File: src/rtl/oled_pkg.sv
// Shared definitions for the OLED power-up sequencer: FSM state encoding,
// init list length and SSD1306 command opcodes.
package oled_pkg;

   typedef enum logic [3:0] {
      ST_RST_HOLD,
      ST_RST_WAIT,
      ST_INIT_ISSUE,
      ST_INIT_WAIT,
      ST_PAGE_ISSUE,
      ST_PAGE_WAIT,
      ST_DATA_ISSUE,
      ST_DATA_WAIT,
      ST_DONE
   } state_t;

   localparam int INIT_LEN  = 27;
   localparam int PAGE_CMDS = 3;

   localparam logic [7:0] CMD_DISP_OFF     = 8'hAE;
   localparam logic [7:0] CMD_DISP_ON      = 8'hAF;
   localparam logic [7:0] CMD_CLK_DIV      = 8'hD5;
   localparam logic [7:0] CMD_CLK_DIV_VAL  = 8'h80;
   localparam logic [7:0] CMD_MUX_RATIO    = 8'hA8;
   localparam logic [7:0] CMD_DISP_OFFSET  = 8'hD3;
   localparam logic [7:0] CMD_START_LINE   = 8'h40;
   localparam logic [7:0] CMD_CHG_PUMP     = 8'h8D;
   localparam logic [7:0] CMD_PUMP_ON      = 8'h14;
   localparam logic [7:0] CMD_ADDR_MODE    = 8'h20;
   localparam logic [7:0] CMD_PAGE_MODE    = 8'h02;
   localparam logic [7:0] CMD_SEG_NORMAL   = 8'hA0;
   localparam logic [7:0] CMD_SEG_REMAP    = 8'hA1;
   localparam logic [7:0] CMD_COM_SCAN_INC = 8'hC0;
   localparam logic [7:0] CMD_COM_SCAN_DEC = 8'hC8;
   localparam logic [7:0] CMD_COM_PINS     = 8'hDA;
   localparam logic [7:0] CMD_CONTRAST     = 8'h81;
   localparam logic [7:0] CMD_PRECHARGE    = 8'hD9;
   localparam logic [7:0] CMD_PRECHG_VAL   = 8'hF1;
   localparam logic [7:0] CMD_VCOMH        = 8'hDB;
   localparam logic [7:0] CMD_VCOMH_VAL    = 8'h40;
   localparam logic [7:0] CMD_RESUME_RAM   = 8'hA4;
   localparam logic [7:0] CMD_NORMAL_DISP  = 8'hA6;
   localparam logic [7:0] CMD_SET_PAGE     = 8'hB0;
   localparam logic [7:0] CMD_COL_LO       = 8'h00;
   localparam logic [7:0] CMD_COL_HI       = 8'h10;
   localparam logic [7:0] CMD_NOP          = 8'hE3;

   // Page addressing preamble: select page, then reset column to 0 (low, high nibble).
   function automatic logic [7:0] page_cmd(input logic [2:0] page, input logic [1:0] sel);
      case (sel)
         2'd0:    return CMD_SET_PAGE | {5'b0_0000, page};
         2'd1:    return CMD_COL_LO;
         default: return CMD_COL_HI;
      endcase
   endfunction

endpackage

File: src/rtl/oled_init_rom.sv
// Combinational init command list for the OLED sequencer. Geometry-dependent
// entries (multiplex ratio, COM pin layout) follow PAGES; contrast is a parameter.
// Build option: OLED_FLIP_EN selects the 180-degree rotated segment/COM mapping.
module oled_init_rom #(
   parameter int         PAGES    = 8,
   parameter logic [7:0] CONTRAST = 8'hCF
) (
   input  logic [4:0] index,
   output logic [7:0] rom_byte
);
   import oled_pkg::*;

   localparam logic [7:0] MUX_VAL = 8'(8 * PAGES - 1);
   // Only the full 64-row panel uses the alternative COM pin configuration.
   localparam logic [7:0] COM_CFG = (PAGES == 8) ? 8'h12 : 8'h02;

`ifdef OLED_FLIP_EN
   localparam logic [7:0] SEG_CMD = CMD_SEG_NORMAL;
   localparam logic [7:0] COM_CMD = CMD_COM_SCAN_DEC;
`else
   localparam logic [7:0] SEG_CMD = CMD_SEG_REMAP;
   localparam logic [7:0] COM_CMD = CMD_COM_SCAN_INC;
`endif

   // Index to command byte lookup.
   always_comb begin
      rom_byte = CMD_NOP;
      case (index)
         5'd0:  rom_byte = CMD_DISP_OFF;
         5'd1:  rom_byte = CMD_CLK_DIV;
         5'd2:  rom_byte = CMD_CLK_DIV_VAL;
         5'd3:  rom_byte = CMD_MUX_RATIO;
         5'd4:  rom_byte = MUX_VAL;
         5'd5:  rom_byte = CMD_DISP_OFFSET;
         5'd6:  rom_byte = 8'h00;
         5'd7:  rom_byte = CMD_START_LINE;
         5'd8:  rom_byte = CMD_CHG_PUMP;
         5'd9:  rom_byte = CMD_PUMP_ON;
         5'd10: rom_byte = CMD_ADDR_MODE;
         5'd11: rom_byte = CMD_PAGE_MODE;
         5'd12: rom_byte = SEG_CMD;
         5'd13: rom_byte = COM_CMD;
         5'd14: rom_byte = CMD_COM_PINS;
         5'd15: rom_byte = COM_CFG;
         5'd16: rom_byte = CMD_CONTRAST;
         5'd17: rom_byte = CONTRAST;
         5'd18: rom_byte = CMD_PRECHARGE;
         5'd19: rom_byte = CMD_PRECHG_VAL;
         5'd20: rom_byte = CMD_VCOMH;
         5'd21: rom_byte = CMD_VCOMH_VAL;
         5'd22: rom_byte = CMD_RESUME_RAM;
         5'd23: rom_byte = CMD_NORMAL_DISP;
         5'd24: rom_byte = CMD_CHG_PUMP;
         5'd25: rom_byte = CMD_PUMP_ON;
         5'd26: rom_byte = CMD_DISP_ON;
         default: rom_byte = CMD_NOP;
      endcase
   end

endmodule

File: src/rtl/oled_init_seq.sv
// SSD1306-class power-up sequencer: pulses panel reset, streams the init list,
// then clears every page with a latched fill byte through the SPI byte writer
// (ena_write / write_done handshake). init_done marks the hand-off point.
// Build option: OLED_FLIP_EN (rotated orientation, handled in oled_init_rom).
module oled_init_seq #(
   parameter int         RST_CYCLES  = 10,
   parameter int         WAIT_CYCLES = 10,
   parameter int         PAGES       = 8,
   parameter int         COLS        = 128,
   parameter logic [7:0] CONTRAST    = 8'hCF
) (
   input  logic       clk,
   input  logic       rst_n,
   input  logic       start,
   input  logic [7:0] fill_pattern,
   input  logic       write_done,
   output logic       oled_rst,
   output logic       oled_dc,
   output logic [7:0] data,
   output logic       ena_write,
   output logic       busy,
   output logic       init_done
);
   import oled_pkg::*;

   localparam int TMAX = (RST_CYCLES > WAIT_CYCLES) ? RST_CYCLES : WAIT_CYCLES;
   localparam int TW   = $clog2(TMAX + 1);
   localparam int CW   = $clog2(COLS) + 1;

   localparam logic [TW-1:0] RST_LAST  = TW'(RST_CYCLES - 1);
   localparam logic [TW-1:0] WAIT_LAST = TW'(WAIT_CYCLES - 1);
   localparam logic [CW-1:0] COL_LAST  = CW'(COLS - 1);
   localparam logic [2:0]    PAGE_LAST = 3'(PAGES - 1);
   localparam logic [4:0]    INIT_LAST = 5'(INIT_LEN - 1);
   localparam logic [1:0]    CMD_LAST  = 2'(PAGE_CMDS - 1);

   state_t          state, state_nxt;
   logic [TW-1:0]   tmr, tmr_nxt;
   logic [4:0]      init_idx, init_nxt;
   logic [1:0]      cmd_idx, cmd_nxt;
   logic [2:0]      page_idx, page_nxt;
   logic [CW-1:0]   col_idx, col_nxt;
   logic [7:0]      fill_q;
   logic [7:0]      rom_byte;
   logic            ena_nxt;
   logic            dc_nxt;
   logic [7:0]      data_nxt;

   // The ROM is addressed with the next index so the byte is registered on the issue edge.
   oled_init_rom #(
      .PAGES    (PAGES),
      .CONTRAST (CONTRAST)
   ) u_rom (
      .index    (init_nxt),
      .rom_byte (rom_byte)
   );

   // Next-state, reset timers and byte/page/column counters.
   always_comb begin
      state_nxt = state;
      tmr_nxt   = tmr;
      init_nxt  = init_idx;
      cmd_nxt   = cmd_idx;
      page_nxt  = page_idx;
      col_nxt   = col_idx;
      unique case (state)
         ST_RST_HOLD: begin
            if (tmr == RST_LAST) begin
               state_nxt = ST_RST_WAIT;
               tmr_nxt   = '0;
            end else begin
               tmr_nxt = tmr + TW'(1);
            end
         end
         ST_RST_WAIT: begin
            if (tmr == WAIT_LAST) begin
               state_nxt = ST_INIT_ISSUE;
               tmr_nxt   = '0;
               init_nxt  = '0;
            end else begin
               tmr_nxt = tmr + TW'(1);
            end
         end
         ST_INIT_ISSUE: state_nxt = ST_INIT_WAIT;
         ST_INIT_WAIT: begin
            if (write_done) begin
               if (init_idx == INIT_LAST) begin
                  state_nxt = ST_PAGE_ISSUE;
                  cmd_nxt   = '0;
                  page_nxt  = '0;
               end else begin
                  state_nxt = ST_INIT_ISSUE;
                  init_nxt  = init_idx + 5'd1;
               end
            end
         end
         ST_PAGE_ISSUE: state_nxt = ST_PAGE_WAIT;
         ST_PAGE_WAIT: begin
            if (write_done) begin
               if (cmd_idx == CMD_LAST) begin
                  state_nxt = ST_DATA_ISSUE;
                  col_nxt   = '0;
               end else begin
                  state_nxt = ST_PAGE_ISSUE;
                  cmd_nxt   = cmd_idx + 2'd1;
               end
            end
         end
         ST_DATA_ISSUE: state_nxt = ST_DATA_WAIT;
         ST_DATA_WAIT: begin
            if (write_done) begin
               if (col_idx == COL_LAST) begin
                  if (page_idx == PAGE_LAST) begin
                     state_nxt = ST_DONE;
                  end else begin
                     state_nxt = ST_PAGE_ISSUE;
                     page_nxt  = page_idx + 3'd1;
                     cmd_nxt   = '0;
                  end
               end else begin
                  state_nxt = ST_DATA_ISSUE;
                  col_nxt   = col_idx + CW'(1);
               end
            end
         end
         ST_DONE: begin
            if (start) begin
               state_nxt = ST_RST_HOLD;
               tmr_nxt   = '0;
               init_nxt  = '0;
               cmd_nxt   = '0;
               page_nxt  = '0;
               col_nxt   = '0;
            end
         end
         default: state_nxt = ST_RST_HOLD;
      endcase
   end

   // Byte selection for the write about to be issued; data/dc hold between writes.
   always_comb begin
      ena_nxt  = 1'b0;
      data_nxt = data;
      dc_nxt   = oled_dc;
      case (state_nxt)
         ST_INIT_ISSUE: begin
            ena_nxt  = 1'b1;
            data_nxt = rom_byte;
            dc_nxt   = 1'b0;
         end
         ST_PAGE_ISSUE: begin
            ena_nxt  = 1'b1;
            data_nxt = page_cmd(page_nxt, cmd_nxt);
            dc_nxt   = 1'b0;
         end
         ST_DATA_ISSUE: begin
            ena_nxt  = 1'b1;
            data_nxt = fill_q;
            dc_nxt   = 1'b1;
         end
         default: ;
      endcase
   end

   // State, counters and registered outputs.
   always_ff @(posedge clk or negedge rst_n) begin
      if (!rst_n) begin
         state     <= ST_RST_HOLD;
         tmr       <= '0;
         init_idx  <= '0;
         cmd_idx   <= '0;
         page_idx  <= '0;
         col_idx   <= '0;
         oled_rst  <= 1'b0;
         oled_dc   <= 1'b0;
         data      <= 8'h00;
         ena_write <= 1'b0;
         busy      <= 1'b1;
         init_done <= 1'b0;
      end else begin
         state     <= state_nxt;
         tmr       <= tmr_nxt;
         init_idx  <= init_nxt;
         cmd_idx   <= cmd_nxt;
         page_idx  <= page_nxt;
         col_idx   <= col_nxt;
         oled_rst  <= (state_nxt != ST_RST_HOLD);
         oled_dc   <= dc_nxt;
         data      <= data_nxt;
         ena_write <= ena_nxt;
         busy      <= (state_nxt != ST_DONE);
         init_done <= (state_nxt == ST_DONE);
      end
   end

   // Fill byte is captured on the first cycle of each reset hold and kept for the run.
   always_ff @(posedge clk or negedge rst_n) begin
      if (!rst_n) begin
         fill_q <= 8'h00;
      end else if (state == ST_RST_HOLD && tmr == '0) begin
         fill_q <= fill_pattern;
      end
   end

endmodule

File: config.mk
export PLATFORM = sky130hd
export DESIGN_NAME = oled_init_seq
export DESIGN_NICKNAME = d
export VERILOG_FILES = /design/src/rtl/oled_pkg.sv /design/src/rtl/oled_init_rom.sv /design/src/rtl/oled_init_seq.sv
export SDC_FILE = /design/constraint.sdc
export NUM_CORES = 1
export LEC_CHECK = 0
export CAP_MARGIN = 40
export CELL_PAD_IN_SITES_DETAIL_PLACEMENT = 2
export CELL_PAD_IN_SITES_GLOBAL_PLACEMENT = 2
export CORE_ASPECT_RATIO = 2
export CORE_MARGIN = 8
export CORE_UTILIZATION = 37
export CTS_BUF_LIST = sky130_fd_sc_hd__clkbuf_8 sky130_fd_sc_hd__clkbuf_16
export CTS_CLUSTER_SIZE = 24
export DETAILED_ROUTE_END_ITERATION = 8
export PLACE_DENSITY = 0.76
export SETUP_SLACK_MARGIN = 0.5
export SYNTH_ARGS = -nofsm -noshare
export SYNTH_HDL_FRONTEND = slang
export SYNTH_SLANG_ARGS = --single-unit
File: constraint.sdc
create_clock -name clk -period 3.2 [get_ports clk]
set_input_delay 0.64 -clock clk [delete_from_list [all_inputs] [get_ports clk]]
set_output_delay 0.64 -clock clk [all_outputs]
set_load 0.01 [all_outputs]
==> results by group <==
GRT
  • Grt total ovfl: 0
  • GRT Total Usage: 21.5%
  • Vias in the first global route: 3459
  • First-pass GRT wire length: slightly below 20000 um
  • Antenna violations before repair: 0
  • Largest net degree at the start of global routing: 30

Logic synthesis
  • Post-synthesis sequential area ratio: 36.9%
  • Number of synthesized flops with an enable pin: 0
  • Register bit total from synthesis: 47
  • Syn avg cell area: about 9.5 um2
  • Synth cell types: 83
  • Syn Inst Count: around 340
  • Syn nets: 365
  • Mapped Area: around 3200 um2
  • Post-synth top flop: dfrtp_1
  • Yosys warnings: 0
  • Async S/R FF share, synth: 100%

Timing
  • Worst slew pin tran: 0.696 ns
  • Period utilization: 85.4%
  • Fin Clk Skew: ~0.0065 ns
  • Setup TNS: 0 ns
  • Hold Worst Slack: 0.377 ns
  • Max Clock Freq: 366 MHz
  • RSZ-0062 raised after global routing: true
  • Rel. slew slack: 53.6%
  • Setup violators final: 0
  • Fin. Hold Viols: 0
  • Pins Over Slew Limit: 0
  • Fin crit period: ~2.7 ns

CTS
  • CTS clk-pin slew, worst paths: 0.07 ns
  • Max clock buf depth: 2
  • Cell chosen for the clock root: clkbuf_16
  • Worst-Skew Late Latency: 0.30 ns
  • Sink Count: 47
  • CTS tree: built
  • # H-tree levels: 2
  • Total CTS buffers: 5

Floorplanning
  • Core Region: 8530 um2
  • Ports: 25
  • Die W: 81.7 um
  • Die area: 12000 um2
  • # rows: 48
  • Initial core utilization: 37.5%
  • DIE HEIGHT: 147 um

Setup path
  • Crit path required time: 3.38 ns
  • Crit path launch type: flip-flop
  • Worst Path Arrival: 2.92 ns
  • Crit path kind: reg -> reg
  • Critical path peak fanout: 6
  • CP max-delay cell: nor4_4
  • Critical-path cell list: ha_1 > nand4b_1 > nor4_4 > nor3_2 > buf_4 > nand2_2 > nor4_4 > buf_4 > a211o_1 > o32a_1
  • R2r setup slk: 0.47 ns
  • CP max stage delay: 0.42 ns
  • Crit end category: flip-flop

Cells and area
  • Final core occ: 49.9%
  • Multi-input gate area: between 2000 and 2500 um2
  • Filler Cell Count: 917
  • # diodes: 0
  • Area grow syn2layout: 33.3%
  • Share of layout cells above drive strength 1: between 30% and 40%
  • FF+latch area: 1190 um2
  • Layout net count: between 400 and 500

Detailed routing
  • Drt first pass iters: 4
  • Drt wl/cell: 27.2 um
  • Vias/cell: 6.23
  • Final ANT Viol Nets: 0
  • Initial DRC count: 115
  • Final WL: between 10000 and 15000 um
  • Vias: 3209
  • DRC: 0

Pwr
  • Total power: 3.58 mW
  • Peak VDD IR: about 0.43 mV
  • Power Density: 842 nW/um2
  • Cell leakage power: 1.85 nW

Placed design
  • Detailed-placement wirelength estimate: 9510 um
  • Routability congestion estimate: 0.946
  • Port Buf Inserts: 24

Run
  • Max-cap violation count: 0

Min path
  • Worst Hold Class: in -> async

Run status
  • Outcome: completed
==> routing by layer <==
layer	vias to the layer above	part of all wire, %	global-route usage, %
li1	1414	-	-
met1	1704	34	18.9
met2	57	59	43.6
met3	34	1.8	2.74
met4	0	4.6	10.3
met5	-	0	0
==> cells by family (layout without fill, tap and decap cells) <==
logic type               count (synthesis)  in the layout  share of synthesized area, %
AO/OA/AOI/OAI                          102            102                          24.1
XOR/XNOR                                 6              6                          1.65
adder cells (fa/ha/maj)                 17             17                          6.66
buffers and inverters                   34            113                          5.21
flip-flops                              47             47                          36.9
multiplexers                             9              9                          3.13
AND/OR/NAND/NOR                        121            121                          22.4
==> synthesized netlist by cell type, drive strengths merged (2+ instances only) <==
| cell type | count | area, um2 |
|---|---|---|
| or3b | 2 | 20.0 |
| and4 | 2 | 17.5 |
| o31ai | 6 | 63.8 |
| and2 | 3 | 21.3 |
| buf | 12 | 83.8 |
| o21ai | 22 | 110 |
| dfrtp | 46 | 1150 |
| or3 | 3 | 18.8 |
| o41ai | 2 | 25.0 |
| nand4 | 4 | 25.0 |
| nand4bb | 2 | 22.5 |
| a21o | 3 | 22.5 |
| o211ai | 6 | 50.1 |
| xnor2 | 5 | 43.8 |
| a211oi | 7 | 57.6 |
| nor2b | 3 | 18.8 |
| nand2b | 3 | 18.8 |
| mux2 | 8 | 90.1 |
| nand4b | 3 | 32.5 |
| o211a | 4 | 40.0 |
| o221ai | 3 | 26.3 |
| a211o | 2 | 17.5 |
| nand2 | 30 | 115 |
| a32o | 3 | 31.3 |
| nand3b | 2 | 31.3 |
| a311oi | 2 | 17.5 |
| inv | 20 | 75.1 |
| a31oi | 6 | 37.5 |
| a21oi | 14 | 70.1 |
| nand3 | 12 | 65.1 |
| nor4b | 4 | 41.3 |
| o22ai | 5 | 43.8 |
| nor2 | 30 | 113 |
| nor3 | 8 | 45.0 |
| a41oi | 2 | 17.5 |
| nor4 | 3 | 40.0 |
| o2111ai | 3 | 26.3 |
| ha | 17 | 213 |
==> state kept, by name, indices dropped and copies added (netlist names), 2 cells and up <==
register and count:
cmd_idx 2, fill_q 8, state 4, tmr 4, data 8, page_idx 3
init_idx 5, col_idx 8
==> cell usage in the layout (no fill, tap or decap), types with 11 or more instances in the layout <==
master | synthesis | final
a21oi_1 | 14 | 13
buf_4 | 2 | 58
clkdlybuf4s50_1 | 0 | 21
dfrtp_1 | 46 | 40
ha_1 | 17 | 13
inv_1 | 19 | 15
nand2_1 | 29 | 29
nand3_1 | 11 | 11
nor2_1 | 30 | 29
o21ai_0 | 22 | 19
==> area by class of cell <==
type / instances / area share [%]
clock buffers: 5 / 2.94
clock inverters: 3 / 0.970
well taps: 100 / 2.94
inverters: 21 / 2.00
repair buffers: 84 / 16.0
flip-flops and latches: 47 / 27.9
multi-input cells: 255 / 47.2
==> metrics by stage <==
stage,area [um2],setup slack [ns],instances
floorplan,3190,0.565,336
global placement,3710,-0.0915,479
detailed placement,3710,-0.189,479
CTS,4020,0.499,495
global route,4260,0.379,515
finish,4260,0.466,515
==> where the power goes <==
part	switching [mW]	internal, mW	leakage (nW)
clock	0.241	0.366	0.0812
combinational	1.13	0.891	1.20
sequential	0.183	0.768	0.560
total	1.56	2.03	1.85
==> timing repair <==
item | CTS | global route
gates resized for setup | 27 | 23
pin swaps | 7 | 9
buffers inserted | 8 | 20
hold buffers | 0 | 0
setup endpoints to repair | 9 | 10
gates cloned | 0 | 0
==> worst max-delay path: cells and delay by family (launching register included) <==
kind | cells | cell delay, ns
buffers and inverters | 2 | 0.31
flip-flops | 1 | 0.39
AO/OA/AOI/OAI | 2 | 0.62
adder cells (fa/ha/maj) | 1 | 0.32
AND/OR/NAND/NOR | 5 | 1.00
==> path summary, 6_finish.rpt <==
kind                                         from                     end  cells past startpoint
setup / recovery           col_idx[0]$_DFFE_PN0P_     data[5]$_DFFE_PN0P_                     10
hold / removal                              rst_n  col_idx[4]$_DFFE_PN0P_                      1
setup reg to reg           col_idx[0]$_DFFE_PN0P_     data[5]$_DFFE_PN0P_                     10
hold reg to reg            col_idx[6]$_DFFE_PN0P_  col_idx[6]$_DFFE_PN0P_                      1
max in group asynchronous                   rst_n   init_idx[0]$_DFF_PN0_                      2
min in group clk           col_idx[6]$_DFFE_PN0P_  col_idx[6]$_DFFE_PN0P_                      1
No activity file was read; power rests on OpenSTA's default activity.
